--- src/rtl/cep_encoder_if.sv ---
// -----------------------------------------------------------------------------
// cep_defs_pkg / cep_encoder_if
//
// Purpose:
//   cep_defs_pkg holds the CEP packet geometry and header field placement.
//   The CEP decoder unpacks using the same placement.
//   cep_encoder_if bundles the three handshakes of the CEP packet builder:
//   the header beat, the payload word stream, and the packet output.
//
// Packet geometry:
//   512-bit packet made of eight 64-bit word slots.
//   Slot 0 holds the class bits and the small header fields.
//   Slot 1 holds addr.
//   Slot 2 is reserved header space for requests.
//   Request data occupies slots 3-7.
//   Response/interrupt data occupies slots 1-7.
//
// Modports:
//   master : the packet source and link side.
//            Drives the header fields, the payload words and cep_rdy.
//   slave  : the encoder.
//            Drives hdr_rdy, word_rdy, cep_val, cep_pkg and len_clamped.
// -----------------------------------------------------------------------------
package cep_defs_pkg;
  localparam int CEP_DATA_WIDTH         = 512;
  localparam int CEP_WORD_WIDTH         = 64;

  localparam int CEP_IS_REQ             = 0;
  localparam int CEP_IS_RESP            = 1;
  localparam int CEP_IS_INT             = 2;
  localparam int CEP_LAST_SUBLINE       = 3;
  localparam int CEP_LAST_SUBLINE_WIDTH = 1;
  localparam int CEP_SUBLINE_ID_LO      = 4;
  localparam int CEP_SUBLINE_ID_WIDTH   = 2;
  localparam int CEP_MESI_LO            = 6;
  localparam int CEP_MESI_WIDTH         = 2;
  localparam int CEP_MSHRID_LO          = 8;
  localparam int CEP_MSHRID_WIDTH       = 8;
  localparam int CEP_MSG_TYPE_LO        = 16;
  localparam int CEP_MSG_TYPE_WIDTH     = 8;
  localparam int CEP_DATA_SIZE_LO       = 24;
  localparam int CEP_DATA_SIZE_WIDTH    = 3;
  localparam int CEP_CACHE_TYPE         = 27;
  localparam int CEP_CACHE_TYPE_WIDTH   = 1;
  localparam int CEP_INT_ID_LO          = 28;
  localparam int CEP_INT_ID_WIDTH       = 4;
  localparam int CEP_SRC_CHIPID_LO      = 32;
  localparam int CEP_SRC_CHIPID_WIDTH   = 16;
  localparam int CEP_ADDR_LO            = 64;
  localparam int CEP_ADDR_WIDTH         = 48;
endpackage

interface cep_encoder_if;
  import cep_defs_pkg::*;

  // header beat
  logic                              hdr_val;
  logic                              hdr_rdy;
  logic                              is_request;
  logic                              is_response;
  logic                              is_int;
  logic [CEP_LAST_SUBLINE_WIDTH-1:0] last_subline;
  logic [CEP_SUBLINE_ID_WIDTH-1:0]   subline_id;
  logic [CEP_MESI_WIDTH-1:0]         mesi;
  logic [CEP_MSHRID_WIDTH-1:0]       mshrid;
  logic [CEP_MSG_TYPE_WIDTH-1:0]     msg_type;
  logic [CEP_DATA_SIZE_WIDTH-1:0]    data_size;
  logic [CEP_CACHE_TYPE_WIDTH-1:0]   cache_type;
  logic [CEP_ADDR_WIDTH-1:0]         addr;
  logic [CEP_SRC_CHIPID_WIDTH-1:0]   src_chipid;
  logic [CEP_INT_ID_WIDTH-1:0]       int_id;
  logic [2:0]                        num_words;

  // payload words
  logic                              word_val;
  logic                              word_rdy;
  logic [CEP_WORD_WIDTH-1:0]         word_data;

  // packet output
  logic                              cep_val;
  logic                              cep_rdy;
  logic [CEP_DATA_WIDTH-1:0]         cep_pkg;
  logic                              len_clamped;

  modport master (
    output hdr_val, is_request, is_response, is_int, last_subline, subline_id,
           mesi, mshrid, msg_type, data_size, cache_type, addr, src_chipid,
           int_id, num_words, word_val, word_data, cep_rdy,
    input  hdr_rdy, word_rdy, cep_val, cep_pkg, len_clamped
  );

  modport slave (
    input  hdr_val, is_request, is_response, is_int, last_subline, subline_id,
           mesi, mshrid, msg_type, data_size, cache_type, addr, src_chipid,
           int_id, num_words, word_val, word_data, cep_rdy,
    output hdr_rdy, word_rdy, cep_val, cep_pkg, len_clamped
  );
endinterface

--- src/rtl/cep_encoder.sv ---
// -----------------------------------------------------------------------------
// cep_encoder
//
// Purpose:
//   Serializing CEP packet builder. It accepts one header beat, then up to
//   seven payload words. It assembles them into one CEP_DATA_WIDTH packet.
//   The packet is held on a valid/ready output until the link takes it.
//
// Ports:
//   clk    : block clock
//   rst_n  : asynchronous active-low reset
//   bus    : cep_encoder_if.slave, which carries three handshakes:
//              header beat  : hdr_val/hdr_rdy plus the header fields
//              payload word : word_val/word_rdy/word_data
//              packet out   : cep_val/cep_rdy/cep_pkg
//            It also carries len_clamped, a one-cycle flag raised when
//            num_words exceeded the class maximum.
// -----------------------------------------------------------------------------
module cep_encoder
  import cep_defs_pkg::*;
(
  input  logic         clk,
  input  logic         rst_n,
  cep_encoder_if.slave bus
);

  typedef enum logic [1:0] {
    ST_IDLE    = 2'd0,
    ST_COLLECT = 2'd1,
    ST_SEND    = 2'd2
  } state_t;

  state_t                    state_r;
  state_t                    next_state_s;

  logic [CEP_DATA_WIDTH-1:0] pkg_r;
  logic [2:0]                base_r;        // first data slot of the packet
  logic [2:0]                tgt_r;         // payload words to collect
  logic [2:0]                cnt_r;         // payload words collected so far
  logic                      len_clamped_r;

  logic                      hdr_rdy_s;
  logic                      word_rdy_s;
  logic                      cep_val_s;
  logic                      hdr_fire_s;
  logic                      word_fire_s;
  logic                      last_word_s;

  logic [2:0]                hdr_max_s;
  logic                      hdr_clamp_s;
  logic [2:0]                hdr_tgt_s;
  logic [2:0]                hdr_base_s;
  logic [CEP_DATA_WIDTH-1:0] hdr_image_s;
  logic [2:0]                slot_s;
  logic [CEP_DATA_WIDTH-1:0] word_image_s;

  assign hdr_fire_s  = bus.hdr_val & hdr_rdy_s;
  assign word_fire_s = bus.word_val & word_rdy_s;
  // tgt_r is at least 1 whenever COLLECT is active, so the subtraction cannot underflow there.
  assign last_word_s = (cnt_r == (tgt_r - 3'd1));

  assign bus.hdr_rdy     = hdr_rdy_s;
  assign bus.word_rdy    = word_rdy_s;
  assign bus.cep_val     = cep_val_s;
  assign bus.cep_pkg     = pkg_r;
  assign bus.len_clamped = len_clamped_r;

  // State register.
  always_ff @(posedge clk or negedge rst_n) begin
    if (!rst_n) begin
      state_r <= ST_IDLE;
    end else begin
      state_r <= next_state_s;
    end
  end

  // Next-state logic.
  always_comb begin
    next_state_s = state_r;
    case (state_r)
      ST_IDLE: begin
        if (hdr_fire_s) begin
          if (hdr_tgt_s == 3'd0) begin
            next_state_s = ST_SEND;
          end else begin
            next_state_s = ST_COLLECT;
          end
        end else begin
          next_state_s = ST_IDLE;
        end
      end
      ST_COLLECT: begin
        if (word_fire_s && last_word_s) begin
          next_state_s = ST_SEND;
        end else begin
          next_state_s = ST_COLLECT;
        end
      end
      ST_SEND: begin
        if (bus.cep_rdy) begin
          next_state_s = ST_IDLE;
        end else begin
          next_state_s = ST_SEND;
        end
      end
      default: begin
        next_state_s = ST_IDLE;
      end
    endcase
  end

  // Handshake outputs decoded purely from the state register.
  always_comb begin
    hdr_rdy_s  = 1'b0;
    word_rdy_s = 1'b0;
    cep_val_s  = 1'b0;
    case (state_r)
      ST_IDLE:    hdr_rdy_s  = 1'b1;
      ST_COLLECT: word_rdy_s = 1'b1;
      ST_SEND:    cep_val_s  = 1'b1;
      default: begin
        hdr_rdy_s  = 1'b0;
        word_rdy_s = 1'b0;
        cep_val_s  = 1'b0;
      end
    endcase
  end

  // Header decode: class maximum, clamped word target, data slot base.
  // A request wins over the other class bits when several are set.
  always_comb begin
    if (bus.is_request) begin
      hdr_max_s  = 3'd5;
      hdr_base_s = 3'd3;
    end else begin
      hdr_max_s  = 3'd7;
      hdr_base_s = 3'd1;
    end
    hdr_clamp_s = (bus.num_words > hdr_max_s);
    if (hdr_clamp_s) begin
      hdr_tgt_s = hdr_max_s;
    end else begin
      hdr_tgt_s = bus.num_words;
    end
  end

  // Header image: a zeroed packet with every header field in place.
  // Starting from zero guarantees no residue from the previous packet.
  always_comb begin
    hdr_image_s = '0;
    hdr_image_s[CEP_IS_REQ]       = bus.is_request;
    hdr_image_s[CEP_IS_RESP]      = bus.is_response;
    hdr_image_s[CEP_IS_INT]       = bus.is_int;
    hdr_image_s[CEP_LAST_SUBLINE +: CEP_LAST_SUBLINE_WIDTH] = bus.last_subline;
    hdr_image_s[CEP_SUBLINE_ID_LO +: CEP_SUBLINE_ID_WIDTH]  = bus.subline_id;
    hdr_image_s[CEP_MESI_LO +: CEP_MESI_WIDTH]              = bus.mesi;
    hdr_image_s[CEP_MSHRID_LO +: CEP_MSHRID_WIDTH]          = bus.mshrid;
    hdr_image_s[CEP_MSG_TYPE_LO +: CEP_MSG_TYPE_WIDTH]      = bus.msg_type;
    hdr_image_s[CEP_DATA_SIZE_LO +: CEP_DATA_SIZE_WIDTH]    = bus.data_size;
    hdr_image_s[CEP_CACHE_TYPE +: CEP_CACHE_TYPE_WIDTH]     = bus.cache_type;
    hdr_image_s[CEP_INT_ID_LO +: CEP_INT_ID_WIDTH]          = bus.int_id;
    hdr_image_s[CEP_SRC_CHIPID_LO +: CEP_SRC_CHIPID_WIDTH]  = bus.src_chipid;
    hdr_image_s[CEP_ADDR_LO +: CEP_ADDR_WIDTH]              = bus.addr;
  end

  // Word insert: the current packet with the incoming word written into slot base+cnt.
  // base+cnt stays at or below 7 because tgt is clamped per class.
  always_comb begin
    slot_s       = base_r + cnt_r;
    word_image_s = pkg_r;
    word_image_s[int'(slot_s) * CEP_WORD_WIDTH +: CEP_WORD_WIDTH] = bus.word_data;
  end

  // Packet register and collection bookkeeping.
  always_ff @(posedge clk or negedge rst_n) begin
    if (!rst_n) begin
      pkg_r         <= '0;
      base_r        <= 3'd0;
      tgt_r         <= 3'd0;
      cnt_r         <= 3'd0;
      len_clamped_r <= 1'b0;
    end else begin
      len_clamped_r <= hdr_fire_s & hdr_clamp_s;
      if (hdr_fire_s) begin
        pkg_r  <= hdr_image_s;
        base_r <= hdr_base_s;
        tgt_r  <= hdr_tgt_s;
        cnt_r  <= 3'd0;
      end else if (word_fire_s) begin
        pkg_r <= word_image_s;
        // The counter holds on the final word, so it peaks at 6 and never wraps.
        if (!last_word_s) begin
          cnt_r <= cnt_r + 3'd1;
        end else begin
          cnt_r <= cnt_r;
        end
      end else begin
        pkg_r <= pkg_r;
        cnt_r <= cnt_r;
      end
    end
  end

endmodule
--- src/flat_wrapper.sv ---
// flat-port wrapper written by rule: the top's interface ports become plain ports
module cep_encoder_flat import cep_defs_pkg::*;
  (clk, rst_n, bus_hdr_val, bus_is_request, bus_is_response, bus_is_int, bus_last_subline, bus_subline_id, bus_mesi, bus_mshrid, bus_msg_type, bus_data_size, bus_cache_type, bus_addr, bus_src_chipid, bus_int_id, bus_num_words, bus_word_val, bus_word_data, bus_cep_rdy, bus_hdr_rdy, bus_word_rdy, bus_cep_val, bus_cep_pkg, bus_len_clamped);
  cep_encoder_if bus_i ();
  input  logic clk;
  input  logic rst_n;
  input wire logic [$bits(bus_i.hdr_val)-1:0] bus_hdr_val;
  input wire logic [$bits(bus_i.is_request)-1:0] bus_is_request;
  input wire logic [$bits(bus_i.is_response)-1:0] bus_is_response;
  input wire logic [$bits(bus_i.is_int)-1:0] bus_is_int;
  input wire logic [$bits(bus_i.last_subline)-1:0] bus_last_subline;
  input wire logic [$bits(bus_i.subline_id)-1:0] bus_subline_id;
  input wire logic [$bits(bus_i.mesi)-1:0] bus_mesi;
  input wire logic [$bits(bus_i.mshrid)-1:0] bus_mshrid;
  input wire logic [$bits(bus_i.msg_type)-1:0] bus_msg_type;
  input wire logic [$bits(bus_i.data_size)-1:0] bus_data_size;
  input wire logic [$bits(bus_i.cache_type)-1:0] bus_cache_type;
  input wire logic [$bits(bus_i.addr)-1:0] bus_addr;
  input wire logic [$bits(bus_i.src_chipid)-1:0] bus_src_chipid;
  input wire logic [$bits(bus_i.int_id)-1:0] bus_int_id;
  input wire logic [$bits(bus_i.num_words)-1:0] bus_num_words;
  input wire logic [$bits(bus_i.word_val)-1:0] bus_word_val;
  input wire logic [$bits(bus_i.word_data)-1:0] bus_word_data;
  input wire logic [$bits(bus_i.cep_rdy)-1:0] bus_cep_rdy;
  output wire logic [$bits(bus_i.hdr_rdy)-1:0] bus_hdr_rdy;
  output wire logic [$bits(bus_i.word_rdy)-1:0] bus_word_rdy;
  output wire logic [$bits(bus_i.cep_val)-1:0] bus_cep_val;
  output wire logic [$bits(bus_i.cep_pkg)-1:0] bus_cep_pkg;
  output wire logic [$bits(bus_i.len_clamped)-1:0] bus_len_clamped;
  assign bus_i.hdr_val = bus_hdr_val;
  assign bus_i.is_request = bus_is_request;
  assign bus_i.is_response = bus_is_response;
  assign bus_i.is_int = bus_is_int;
  assign bus_i.last_subline = bus_last_subline;
  assign bus_i.subline_id = bus_subline_id;
  assign bus_i.mesi = bus_mesi;
  assign bus_i.mshrid = bus_mshrid;
  assign bus_i.msg_type = bus_msg_type;
  assign bus_i.data_size = bus_data_size;
  assign bus_i.cache_type = bus_cache_type;
  assign bus_i.addr = bus_addr;
  assign bus_i.src_chipid = bus_src_chipid;
  assign bus_i.int_id = bus_int_id;
  assign bus_i.num_words = bus_num_words;
  assign bus_i.word_val = bus_word_val;
  assign bus_i.word_data = bus_word_data;
  assign bus_i.cep_rdy = bus_cep_rdy;
  assign bus_hdr_rdy = bus_i.hdr_rdy;
  assign bus_word_rdy = bus_i.word_rdy;
  assign bus_cep_val = bus_i.cep_val;
  assign bus_cep_pkg = bus_i.cep_pkg;
  assign bus_len_clamped = bus_i.len_clamped;
  cep_encoder u_core (.clk(clk), .rst_n(rst_n), .bus(bus_i));
endmodule
--- config.mk ---
export PLATFORM = sky130hd
export DESIGN_NAME = cep_encoder_flat
export DESIGN_NICKNAME = d
export VERILOG_FILES = /design/src/rtl/cep_encoder_if.sv /design/src/rtl/cep_encoder.sv /design/src/flat_wrapper.sv
export SDC_FILE = /design/constraint.sdc
export NUM_CORES = 1
export LEC_CHECK = 0
export ABC_CLOCK_PERIOD_IN_PS = 4040
export CAP_MARGIN = 5
export CORE_MARGIN = 10
export CORE_UTILIZATION = 35
export CTS_CLUSTER_DIAMETER = 80
export CTS_CLUSTER_SIZE = 12
export DETAILED_ROUTE_END_ITERATION = 10
export GPL_TIMING_DRIVEN = 0
export PLACE_DENSITY = 0.65
export SLEW_MARGIN = 20
export SYNTH_ARGS = -nofsm -noshare
export SYNTH_HDL_FRONTEND = slang
export SYNTH_SLANG_ARGS = --single-unit
--- constraint.sdc ---
create_clock -name clk -period 4.04 [get_ports clk]
set_input_delay 0.404 -clock clk [delete_from_list [all_inputs] [get_ports clk]]
set_output_delay 0.404 -clock clk [all_outputs]
set_load 0.01 [all_outputs]
==> After elaboration in Yosys (flattened, before gate mapping) <==
Cells that the tools add are included.
{ "word_totals": {"register_bits": 524, "in_bits": 168, "output_inout_bits": 516, "elab_cells": 42} }
{ "op_classes": {"addsub": 4, "magnitude_cmp": 1, "n_eq_ne": 4, "n_shift": 2, "mux": 17, "bitwise_logic": 3, "reduce_logical": 5} }
{ "ops": {"columns": ["operator", "count"], "rows": [
  ["two-way mux 512 bit", 2],
  ["bitwise mux 512 bit", 1],
  ["variable shift 64 x 33 -> 512 bit (first input constant)", 1],
  ["variable part select 64 x 33 -> 512 bit", 1],
  ["negator 9 -> 33 bit", 1],
  ["two-way mux 2 bit", 6],
  ["two-way mux 3 bit", 4],
  ["case mux 2 bit (3 select lines)", 1],
  ["adder 3 x 1 -> 3 bit (second input constant)", 1],
  ["adder 3 bit", 1],
  ["bitwise AND 1 bit", 3],
  ["== test 3 bit", 1],
  ["greater-than comparator 3 bit", 1],
  ["logical NOT 3 bit", 1],
  ["two-way mux 1 bit", 3],
  ["subtractor 3 x 1 -> 3 bit (second input constant)", 1],
  ["== test 2 x 1 -> 1 bit (second input constant)", 1],
  ["== test 2 bit (second input constant)", 1],
  ["logical NOT 2 bit", 1],
  ["inequality test 2 x 1 -> 1 bit (second input constant)", 1],
  ["AND reduction 2 bit", 1],
  ["nonzero test 2 bit", 1],
  ["logical AND 1 bit", 1]
]} }

==> Longest topological paths before layout <==
{ "logic_depth": {"depth_word": 7, "depth_mapped": 14} }

==> Worst setup path before layout <==
No wires, ideal clock.
{ "synth_path": {"path_kind": "reg-to-reg", "from": "register u_core.cnt_r[0]", "to": "register u_core.pkg_r[23], in the netlist u_core.bus.cep_pkg[23]", "setup_time_ns": 0.079, "t_arrival_ns": 3.229, "required_ns": 3.961, "path_slack_ns": 0.732, "stages_incl_launch_ff": 13, "path_buffers": 2, "cell_sequence": "dfrtp_1 -> ha_1 -> inv_1 -> fa_1 -> xnor2_2 -> inv_2 -> buf_4 -> ha_1 -> or2_2 -> nor4_2 -> clkbuf_1 -> nand2_1 -> a2bb2oi_1"} }
{ "synth_between": {"elab_chain_cells": 6, "word_cells_on_any_way": 7, "cone_classes": "add/sub: 2; shift: 2; mux: 3"} }
{ "synth_lines": {"columns": ["element", "line", "text"], "rows": [
  ["start, declared", "cep_encoder.sv:39", "logic [2:0] cnt_r;"],
  ["start signal, assigned", "cep_encoder.sv:193", "cnt_r <= cnt_r + 3'd1;"],
  ["start signal, assigned", "cep_encoder.sv:195", "cnt_r <= cnt_r;"],
  ["start signal, assigned", "cep_encoder.sv:199", "cnt_r <= cnt_r;"],
  ["adder 3 bit *", "cep_encoder.sv:169", "slot_s = base_r + cnt_r;"],
  ["negator 9 -> 33 bit *", "cep_encoder.sv:171", "word_image_s[int'(slot_s) * CEP_WORD_WIDTH +: CEP_WORD_WIDTH] = bus.word_data;"],
  ["variable part select 64 x 33 -> 512 bit or variable shift 64 x 33 -> 512 bit (tied branches)", "cep_encoder.sv:171", null],
  ["bitwise mux 512 bit *", "cep_encoder.sv:171", null],
  ["two-way mux 512 bit *", "cep_encoder.sv:189", "end else if (word_fire_s) begin"],
  ["two-way mux 512 bit *", "cep_encoder.sv:184", "if (hdr_fire_s) begin"],
  ["end signal, assigned", "cep_encoder.sv:185", "pkg_r <= hdr_image_s;"],
  ["end signal, assigned", "cep_encoder.sv:190", "pkg_r <= word_image_s;"],
  ["end signal, assigned", "cep_encoder.sv:198", "pkg_r <= pkg_r;"],
  ["end, declared", "cep_encoder.sv:36", "logic [CEP_DATA_WIDTH-1:0] pkg_r;"]
]} }
Mark *: on every way between the ends. The rest lies on a longest branch, timed or not. The select of a mux whose other input is x is not followed.
A chain may end at the register's enable or synchronous reset.

==> Final worst setup path <==
{ "layout_path": {"from": "register u_core.cnt_r[0]", "to": "register u_core.pkg_r[41], in the netlist u_core.bus.cep_pkg[41]"} }
The elaborated chain is that of the path after synthesis.

==> qor.yml <==
cp.arrival_ns: 4.44
met3_usage_pct: 8.58
postRouteAntennaNets: 0
dieHeight_um: 270
die_x_um: 270
num_rows: 91
yosysWarnings: 0
layout-drive-gt1-share_pct: 7.47
grt_use_met1_pct: 36.4
critPathTopFamily: "simple AND/OR/NAND/NOR gates"
syn_nets: 2621
syn_area_sq_mm: 0.0219
fin_ws_ns: 0.134
hpwl_mm: 80.6
clock-sinks: 523
ir_drop_mv: 0.463
num_vias: 21400
synth_area_per_cell_sq_um: 8.95
dp_slack_ns: -0.707
fin_crit_ns: 3.91
required_ns: 4.57
design.die.area_sq_mm: 0.0730
slew_viol_final: 0
netlist_instances: 2446
fillers: 5863
area_growth_pct: 41.2
leakage_nw: 13.4
max_freq_mhz: 256
end_kind: "flop"
rsz0062_at_grt: "no"
final_nets: 3314
synthFlopType: "dfrtp_1"
fin_skew_ns: 0.0176
root_buffer: "clkbuf_16"
drt_iter0_markers: 2143
core-area_sq_mm: 0.0618
initial_core_util_pct: 35.4
worst_slew_pin_slew_ns: 1.12
power_density_mw_per_mm2: 779
grt-busiest-layer: "met2"
grt_util_met2_pct: 47.3
dpl_cell_area_sq_mm: 0.0294
ys_ff_latch: 523
mostFrequentLayoutCell: "nand2_1"
clk_transition_reported_paths_ns: 0.07
grt_pass1_wl_mm: 157
stdcell_count: 3985
numCtsBuffers: 50
viasPerCell: 5.36
most-common-layout-cells: "nand2_1, clkdlybuf4s50_1, dfrtp_1"
status: "finished clean"
firstDrtPassIters: 5
grt-ovfl-total: 0
period_share_pct: 96.7
maxSlewHeadroom_pct: 25.5
path_buf_inv: 4
post-place-cells: 3911
setup_viol: 0
grt_antenna_before_repair: 10
path_cells: "ha_1, inv_1, fa_1, xnor2_4, inv_2, buf_4, ha_1, nand3b_1, nor4_4, clkbuf_4, nand2_1, a2bb2oi_1"
max_stage_delay_ns: 0.69
cts_buffer_depth: 3
boundaryPins: 684
portBuffers: 620
drv_cap: 0
seq_area_frac_synth_pct: 59.8
gr-usage-all-layers_pct: 29.3
hold_violations: 0
finalWirelength_mm: 110
synth_edf_count: 0
grt_pass1_vias: 21300
hold_path.class: "in -> reg"
routabilityCongestion: 0.880
cp-start-kind: "flop"
grt_max_degree: 91
cts_tree: "yes"
cp_max_fo: 10
critPathKind: "reg -> reg"
wire_per_inst_um: 27.7
synth.distinct_cells: 42
crit_slowest_cell: "nor4_4"
clkLatencyLatePin_ns: 0.59
cp_common_cell: "ha_1"
cts_max_level: 2
design_area_sq_mm: 0.0309
async_flop_share_pct: 100
drc: 0
-- power breakdown --
| group | switching [mW] | leakage (nW) | internal (mW) | total, mW |
|---|---|---|---|---|
| clock network | 2.08 | 0.659 | 2.30 | 4.38 |
| registers | 1.03 | 6.95 | 7.01 | 8.04 |
| logic | 6.99 | 5.80 | 4.68 | 11.7 |
-- path summary, 6_finish.rpt --
check	start	endpoint	slack, ns	cells after the start
min	bus_word_data[8]	u_core.bus.cep_pkg[328]	0.1	3
min in group asynchronous	rst_n	u_core.bus.cep_pkg[190]	0.37	2
min reg2reg	u_core.base_r[0]	u_core.base_r[0]	0.50	1
max reg2reg	u_core.cnt_r[0]	u_core.bus.cep_pkg[41]	0.13	12
max in group asynchronous	rst_n	u_core.bus.cep_pkg[92]	2.11	5
max	u_core.cnt_r[0]	u_core.bus.cep_pkg[41]	0.13	12
-- Yosys cell counts (2+ instances only) --
cell type    n  area share (%)
xnor2_1      2           0.080
a2bb2oi_1   19            0.76
buf_1       13            0.22
nand2_1    891              15
nor3b_1      2           0.069
a21oi_1     84             1.9
xor2_1       2           0.080
nand4_1      2           0.057
o21ai_0    337             7.7
nor3_1       3           0.069
a2111oi_2    5            0.34
o21ai_1      5            0.11
buf_4       54             1.9
nor4_2       2            0.11
buf_2       63             1.4
nand3_1    165             3.8
or2_2        4            0.11
a22oi_1     19            0.65
a31oi_1     34            0.97
dfrtp_1    523              60
and3b_1      2           0.080
ha_1         6            0.34
inv_1        8            0.14
clkbuf_1   119             2.0
nor2_1      63             1.1
nand3b_1     2           0.069
mux2i_1      2           0.091
-- layer usage --
layer  routed length, um  vias up
li1                    -     9340
met1               43600    10700
met2               51900     1047
met3               10100      224
met4                4720       10
met5                  64        -
-- per-stage QoR --
step                TNS [ns]  hold slack (ns)  total power, mW  util (%)
floorplan                  0            0.108             12.8         -
global placement           -            0.460             19.4      47.2
detailed placement    -55.13            0.403             19.6      47.5
CTS                        0           0.0717             24.0      49.9
global route               0           0.0970             25.3      50.0
finish                     0           0.0971             24.1      50.0
-- area by class of cell --
type	count	area, sq um	area share (%)
diodes	4	10.0	0.0324
plain buffers	248	1280	4.15
clock buffers	54	1330	4.30
clock inverters	3	23.8	0.0769
inverters	9	33.8	0.109
multi-input cells	1665	7590	24.6
flip-flops and latches	523	13100	42.3
well taps	837	1050	3.39
repair buffers	642	6510	21.1
-- registers in the layout (all words and copies together), names as in the netlist --
name                    flops
u_core.bus.cep_pkg        512
u_core.tgt_r                3
u_core.state_r              2
u_core.base_r               2
u_core.cnt_r                3
u_core.bus.len_clamped      1
-- tightest hold or removal path: cells and delay by family --
kind / cells / cell delay [ns]
buf+inv: 1 / 0.15
simple gates: 2 / 0.10
-- timing repair --
| item | in CTS | in global routing |
|---|---|---|
| endpoints found under the setup margin | 317 | 294 |
| endpoints found under the hold margin | 65 | 0 |
| gates resized for setup | 23 | 23 |
| cloned | 0 | 0 |
| setup buffers | 7 | 6 |
| hold buffers | 1 | 0 |
| pin swaps | 2 | 1 |
-- cell families after synthesis --
family                     after synthesis  synth area share (%)
adders and majority gates                7                 0.434
buffers and inverters                  258                  5.71
xor gates and xnor gates                 5                 0.234
and+or+nand+nor                       1139                  20.8
DFF                                    523                  59.8
muxes                                    3                 0.143
AOI/OAI and AO/OA                      511                  12.9
Note: power is estimated with default switching activity, not from simulation.
